## src/rtl/chip8_alu_sequencer.sv

```systemverilog
// CHIP-8 8XYN sequencer: reads VX/VY through one synchronous read port, drives the
// external ALU, then writes the result to VX and, for flag-producing ops, the flag to VF.
module chip8_alu_sequencer #(
   parameter logic [3:0] FLAG_REG       = 4'hF,
   parameter bit         VF_RESET_LOGIC = 1'b0
) (
   input  logic        clk_i,
   input  logic        rst_ni,
   input  logic        start_i,
   input  logic [15:0] instr_i,
   output logic        ready_o,
   output logic        done_o,
   output logic        err_o,
   output logic [3:0]  rf_raddr_o,
   input  logic [7:0]  rf_rdata_i,
   output logic        rf_we_o,
   output logic [3:0]  rf_waddr_o,
   output logic [7:0]  rf_wdata_o,
   output logic [7:0]  alu_x_o,
   output logic [7:0]  alu_y_o,
   output logic [2:0]  alu_op_o,
   input  logic [7:0]  alu_out_i,
   input  logic        alu_carry_i
);

   typedef enum logic [2:0] {
      StIdle, StRdX, StRdY, StCapY, StExec, StWrX, StWrF, StDone
   } state_e;

   state_e      state_q, state_d;
   logic [3:0]  x_q, y_q, n_q;
   logic        illegal_q;
   logic [3:0]  raddr_q;
   logic [7:0]  vx_q;
   logic [7:0]  alu_x_q, alu_y_q;
   logic [2:0]  alu_op_q;
   logic [7:0]  res_q;
   logic        flag_q;

   logic        accept;
   logic        legal_in;
   logic [2:0]  dec_op;
   logic        dec_swap;
   logic        dec_flag;
   logic        dec_zero;

   assign accept = (state_q == StIdle) && start_i;

   // Legality is judged on the incoming word so illegal ops never touch the read port.
   always_comb begin
      legal_in = 1'b0;
      if (instr_i[15:12] == 4'h8) begin
         legal_in = (instr_i[3] == 1'b0) || (instr_i[3:0] == 4'hE);
      end
   end

   // Decode the latched N into ALU op, operand swap and flag behaviour.
   always_comb begin
      dec_op   = 3'd0;
      dec_swap = 1'b0;
      dec_flag = 1'b0;
      dec_zero = 1'b0;
      case (n_q)
         4'h0: dec_op = 3'd0;
         4'h1, 4'h2, 4'h3: begin
            dec_op   = n_q[2:0];
            dec_flag = VF_RESET_LOGIC;
            dec_zero = 1'b1;
         end
         4'h4, 4'h5, 4'h6: begin
            dec_op   = n_q[2:0];
            dec_flag = 1'b1;
         end
         4'h7: begin
            dec_op   = 3'd5;
            dec_swap = 1'b1;
            dec_flag = 1'b1;
         end
         4'hE: begin
            dec_op   = 3'd7;
            dec_flag = 1'b1;
         end
         default: ;
      endcase
   end

   // State register.
   always_ff @(posedge clk_i or negedge rst_ni) begin
      if (!rst_ni) begin
         state_q <= StIdle;
      end else begin
         state_q <= state_d;
      end
   end

   // Next-state logic; illegal ops spend one cycle in RdX without reading, then finish.
   always_comb begin
      state_d = state_q;
      unique case (state_q)
         StIdle:  if (start_i) state_d = StRdX;
         StRdX:   state_d = illegal_q ? StDone : StRdY;
         StRdY:   state_d = StCapY;
         StCapY:  state_d = StExec;
         StExec:  state_d = StWrX;
         StWrX:   state_d = dec_flag ? StWrF : StDone;
         StWrF:   state_d = StDone;
         StDone:  state_d = StIdle;
         default: state_d = StIdle;
      endcase
   end

   // Datapath registers: instruction fields, read address, operands and ALU result.
   always_ff @(posedge clk_i or negedge rst_ni) begin
      if (!rst_ni) begin
         x_q       <= 4'd0;
         y_q       <= 4'd0;
         n_q       <= 4'd0;
         illegal_q <= 1'b0;
         raddr_q   <= 4'd0;
         vx_q      <= 8'd0;
         alu_x_q   <= 8'd0;
         alu_y_q   <= 8'd0;
         alu_op_q  <= 3'd0;
         res_q     <= 8'd0;
         flag_q    <= 1'b0;
      end else begin
         if (accept) begin
            x_q       <= instr_i[11:8];
            y_q       <= instr_i[7:4];
            n_q       <= instr_i[3:0];
            illegal_q <= !legal_in;
            if (legal_in) raddr_q <= instr_i[11:8];
         end
         if (state_q == StRdX && !illegal_q) raddr_q <= y_q;
         if (state_q == StRdY) vx_q <= rf_rdata_i;
         // rf_rdata_i holds VY here; operands are presented to the ALU during EXEC.
         if (state_q == StCapY) begin
            alu_x_q  <= dec_swap ? rf_rdata_i : vx_q;
            alu_y_q  <= dec_swap ? vx_q : rf_rdata_i;
            alu_op_q <= dec_op;
         end
         if (state_q == StExec) begin
            res_q  <= alu_out_i;
            flag_q <= dec_zero ? 1'b0 : alu_carry_i;
         end
      end
   end

   // Register-file write port and status outputs.
   always_comb begin
      rf_we_o    = 1'b0;
      rf_waddr_o = 4'd0;
      rf_wdata_o = 8'd0;
      if (state_q == StWrX) begin
         rf_we_o    = 1'b1;
         rf_waddr_o = x_q;
         rf_wdata_o = res_q;
      end else if (state_q == StWrF) begin
         rf_we_o    = 1'b1;
         rf_waddr_o = FLAG_REG;
         rf_wdata_o = {7'b0, flag_q};
      end
   end

   assign ready_o    = (state_q == StIdle);
   assign done_o     = (state_q == StDone);
   assign err_o      = (state_q == StDone) && illegal_q;
   assign rf_raddr_o = raddr_q;
   assign alu_x_o    = alu_x_q;
   assign alu_y_o    = alu_y_q;
   assign alu_op_o   = alu_op_q;

endmodule

```

## config.mk

```make
export PLATFORM = sky130hd
export DESIGN_NAME = chip8_alu_sequencer
export DESIGN_NICKNAME = d
export VERILOG_FILES = /design/src/rtl/chip8_alu_sequencer.sv
export SDC_FILE = /design/constraint.sdc
export NUM_CORES = 1
export LEC_CHECK = 0
export BUFFER_PORTS_ARGS = -buffer_cell sky130_fd_sc_hd__buf_2
export CORE_ASPECT_RATIO = 1.4
export CORE_MARGIN = 5
export CORE_UTILIZATION = 46
export CTS_CLUSTER_SIZE = 24
export DETAILED_ROUTE_END_ITERATION = 10
export MAX_ROUTING_LAYER = met4
export PLACE_DENSITY = 0.72
export SLEW_MARGIN = 40
export SYNTH_ARGS = -nofsm -noshare
export SYNTH_HDL_FRONTEND = slang
export SYNTH_SLANG_ARGS = --single-unit
```

## constraint.sdc

```tcl
create_clock -name clk_i -period 1.75 [get_ports clk_i]
set_input_delay 0.0875 -clock clk_i [delete_from_list [all_inputs] [get_ports clk_i]]
set_output_delay 0.0875 -clock clk_i [all_outputs]
set_load 0.02 [all_outputs]
```

# Yosys cells after proc, flatten, opt, wreduce, memory -nomap -nowiden
# Index checks and enable logic that the tools add are counted.
# totals
register_bits	56
latch_bits	0
ramBits	0
romBits	0
input_bits	36
word_cells	65
mem_count	0
# classes
addsub	0
multipliers	0
div_mod_pow	0
n_lt_le_gt_ge	0
eq_ne	18
shift	0
mux	21
bitwise_logic	1
reduce_logical	13
# ops
cell	count
$mux W8	3
$pmux W3 S8	1
$mux W4	5
$eq A4 B3 Y1 const B	4
$eq A3 B3 Y1 const B	4
$eq A4 B4 Y1 const B	3
$mux W1	9
$pmux W3 S3	1
$eq A4 B2 Y1 const B	2
$eq A3 B2 Y1 const B	2
$mux W3	2
$reduce_or A6 Y1	1
$reduce_or A5 Y1	1
$eq A4 B1 Y1 const B	1
$reduce_bool A2 Y1	2
$eq A3 B1 Y1 const B	1
$logic_and A1 B1 Y1	3
$logic_not A3 Y1	1
$reduce_or A3 Y1	1
$logic_not A1 Y1	2
$ne A2 B2 Y1 const B	1
$reduce_and A2 Y1	1
$logic_or A1 B1 Y1	1
$not A1 Y1	1

# Longest topological paths before layout
# logic_depth
word_depth	6
depth_mapped	6
ltp_nobuf	4

# Least setup slack after synthesis
# OpenSTA, ideal clock, no wires.
# synth_path
path_type	flip-flop to flip-flop
startpoint	reg state_q[1]
endpoint	reg raddr_q[0], in the netlist rf_raddr_o[0]
arrival_ps	1542
slack_ps	83
path_stages_with_launch	5
n_path_buf	0
period_less_slack_ps	1667
path_cell_list	dfrtp_1 -> nand2b_1 -> nor3_1 -> mux2_2 -> mux2_2
# synth_between
elab_chain_cells	4
word_cells_on_any_way	8
cone_classes	eq/ne: 1; mux: 1; reduce/logical: 6
# synth_lines
item	line_no	source
from (decl)	30	state_e state_q, state_d;
from (signal assigned)	90	state_q <= StIdle;
from (signal assigned)	92	state_q <= state_d;
$eq A3 B1 Y1 or $logic_not A3 Y1 (tied branches)	134, 47	
$logic_and A1 B1 Y1 (on tied branches)	134, 47	
$reduce_bool A2 Y1 (no source line)	-	
$reduce_and A2 Y1 (no source line)	-	
to (signal assigned)	132	if (legal_in) raddr_q <= instr_i[11:8];
to (signal assigned)	134	if (state_q == StRdX && !illegal_q) raddr_q <= y_q;
to (decl)	33	logic [3:0] raddr_q;
# Parallel ways exist; a longest one is shown, timed or not.
# A chain may end at the register's enable or synchronous reset.

# Worst setup path after layout
# layout_path
startpoint	reg state_q[0]
endpoint	reg raddr_q[0], in the netlist rf_raddr_o[0]
# Same word-level chain as after synthesis.

==> run metrics <==
post-synth net total=about 250; Area Overhead vs Synth=24.5%; starting density of the core=0.464; vias in the first global route=1970; Final ANT Viol Nets=0; area leader, netlist=dfrtp_1; row cnt=32; largest net degree at the start of global routing=39; register area=0.00140 mm2; FILL cells=roughly 490; DRT Wirelength=5270 um; worst skew pair latency=about 0.30 ns; Sw Share=0.398; critical path's slowest cell=dfrtp_2; Max rail drop VDD=around 0.9 mV; worst path cell trace=buf_4 -> nand2b_1 -> nor3_1 -> buf_4 -> nor2_1 -> mux2_2; Setup CP Type=reg2reg; Port-buffer cells=74; Avg WL per Cell=14.3 um; sequential share of the synthesized area=0.554; P_sw=approximately 2.3 mW; critical path peak fanout=5; max_slew headroom=0.604; YS warnings=0; worst hold slack=0.0155 ns; Final Slew Violations=0; Worst EP required=around 1.9 ns; residual DRC count=0; CP top delay family=simple AND/OR/NAND/NOR gates; largest cells by area after synthesis=dfrtp_1 (55%), mux2_2 (16%), mux2i_1 (6.3%); CTS Buffer Depth=2; Detailed Route Iter0 Violations=63; Crit. End Element=register; Gate power share=0.467; status=completed; Hold Path Sink=y_q[0]; final hold vios=0; Setup Viol. Count Final=0; CTS H-tree depth=2; RSZ-0062 raised after global routing=yes; vias after detailed routing=1881; post-layout min period=1.67 ns; RR Startpoint=state_q[0]; GP Congestion=0.764; power density cells=1800 mW/mm2; CP Launch Type=register; number of antenna violations at the first check in global routing=0; die area=just over 0.007 mm2; dpl ws=0.110 ns; Post-synth ARST share=1.00; Hold Path Depth=2; CTS buffer count=5; worst reg-to-reg path cell count=6; Post-Syn Area per Cell=11.7 um2; crit share post-route=0.956; Netlist cell types=29; I/O Pins=75; Root Buffer=clkbuf_8; reg2reg end=rf_raddr_o[0]; CTS sink cnt=56; area occupied by multi-input gates=0.00106 mm2; hold crit path type=in2reg; worst hold start=instr_i[4]; Die H=97.7 um; Tot Pwr=between 5 and 6 mW; first-pass GRT wire length=8980 um; EDFF count, synth=0; Internal Pwr Total=3.42 mW; Cells after Synth=217; detailed-route vias per instance=slightly above 5; drt pass-1 iters=4; TritonCTS clock tree=built; Pleak=1.67 nW; Max-Cap Viols=0; Final Skew=0.00398 ns; Flop pwr share=0.409; synthesized cell area=0.00253 mm2; most common cell in the netlist=dfrtp_1; Synth Flop Type=dfrtp_1; nets=336; layout cells sized above 1=0.445; Clock transition at path regs=approximately 0.090 ns; Clk pwr share=0.124; chip width=a little over 70 um; Crit path largest cell delay=0.42 ns; Bufs and invs on worst path=2; antenna diode count=0; fin worst setup slack=0.0772 ns; Worst Max-Slew Pin Slew=0.595 ns; fmax=0.598 GHz; DP HPWL=4000 um; most used cell, CP=buf_4; register-to-register setup slack=just under 0.08 ns; Synth Register Bits=56; crit path DAT=1.86 ns; commonest cells in the netlist=dfrtp_1 (56), mux2_2 (35), nand2_1 (28); total global routing overflow=0; top-area cell type share of the netlist area=0.554; All-Layer GR Usage=0.163; placeable core area=0.00545 mm2
==> per-layer routing <==
metal,vias up,global-route usage,wire length (um)
li1,922,-,-
met1,901,0.198,2290
met4,0,0.0497,44
met2,53,0.273,2670
met3,5,0.0248,264
met5,-,-,0
==> timing repair <==
action	CTS	global route
resized for setup	1	3
pin swaps	0	0
buffers inserted	0	1
endpoints found under the hold margin	25	0
hold buffers	1	0
gates cloned	0	0
endpoints found under the setup margin	4	9
==> flip-flops by register name, indices dropped and copies added, names as in the netlist <==
name / flops
res_q: 8
state_q: 3
alu_op_o: 3
alu_x_o: 8
x_q: 4
alu_y_o: 8
flag_q: 1
n_q: 4
vx_q: 8
y_q: 4
illegal_q: 1
rf_raddr_o: 4
==> worst register-to-register path, stage by stage, from the launching register on <==
cell and delay [ns]:
dfrtp_2 0.42, buf_4 0.16, nand2b_1 0.11, nor3_1 0.06
buf_4 0.16, nor2_1 0.28, mux2_2 0.38
==> power by group through the flow <==
stage,registers (mW),logic (mW),clock network (mW)
3_5_place_dp,2.37,2.64,0
4_1_cts,2.34,2.65,0.739
2_1_floorplan,2.58,1.53,0
6_report,2.32,2.65,0.707
3_3_place_gp,2.34,2.58,0
5_1_grt,2.42,2.96,0.782
==> placed cells by master (no fill, tap or decap), types with 2 or more instances in the layout <==
cell type  instances
a21oi_1            6
a22oi_1            2
and3_1             8
buf_2             72
buf_4             14
clkbuf_1           2
clkbuf_8           6
dfrtp_1           55
inv_1              3
mux2_2            35
mux2i_1           16
nand2_1           28
nand2b_1           3
nor2_1             5
nor2b_1            3
nor3_1             2
o21ai_0           25
==> worst max path at each step <==
| stage | from | endpoint | slack [ns] | cells past startpoint |
|---|---|---|---|---|
| floorplan | state_q[1] | rf_raddr_o[0] | 0.08 | 4 |
| global placement | state_q[1] | rf_raddr_o[0] | 0.11 | 5 |
| detailed placement | state_q[1] | rf_raddr_o[0] | 0.11 | 5 |
| CTS | state_q[0] | rf_wdata_o[0] | 0.003 | 7 |
| global route | state_q[0] | rf_wdata_o[0] | -0.02 | 7 |
| finish | state_q[0] | rf_raddr_o[0] | 0.08 | 6 |
==> area by class of cell <==
| type | instances | area share |
|---|---|---|
| flip-flops and latches | 56 | 0.445 |
| multi-input cells | 145 | 0.337 |
| repair buffers | 88 | 0.157 |
| clock buffers | 8 | 0.0286 |
| well taps | 68 | 0.0270 |
| inverters | 4 | 0.00477 |
==> logic make-up (layout without fill, tap and decap cells) <==
| group | after synthesis | in the layout | synth area share |
|---|---|---|---|
| simple gates | 57 | 57 | 0.117 |
| mux | 51 | 51 | 0.219 |
| flops | 56 | 56 | 0.554 |
| buf+inv | 16 | 100 | 0.0292 |
| compound gates | 37 | 37 | 0.0802 |
==> metrics by stage <==
step	TNS, ns	utilization	cell area [um2]	std cells
floorplan	0	-	2530	217
global placement	0	0.556	3030	359
detailed placement	0	0.556	3030	359
CTS	0	0.575	3130	368
global route	-0.0255	0.578	3150	369
finish	0	0.578	3150	369
Note: power is estimated with default switching activity, not from simulation.
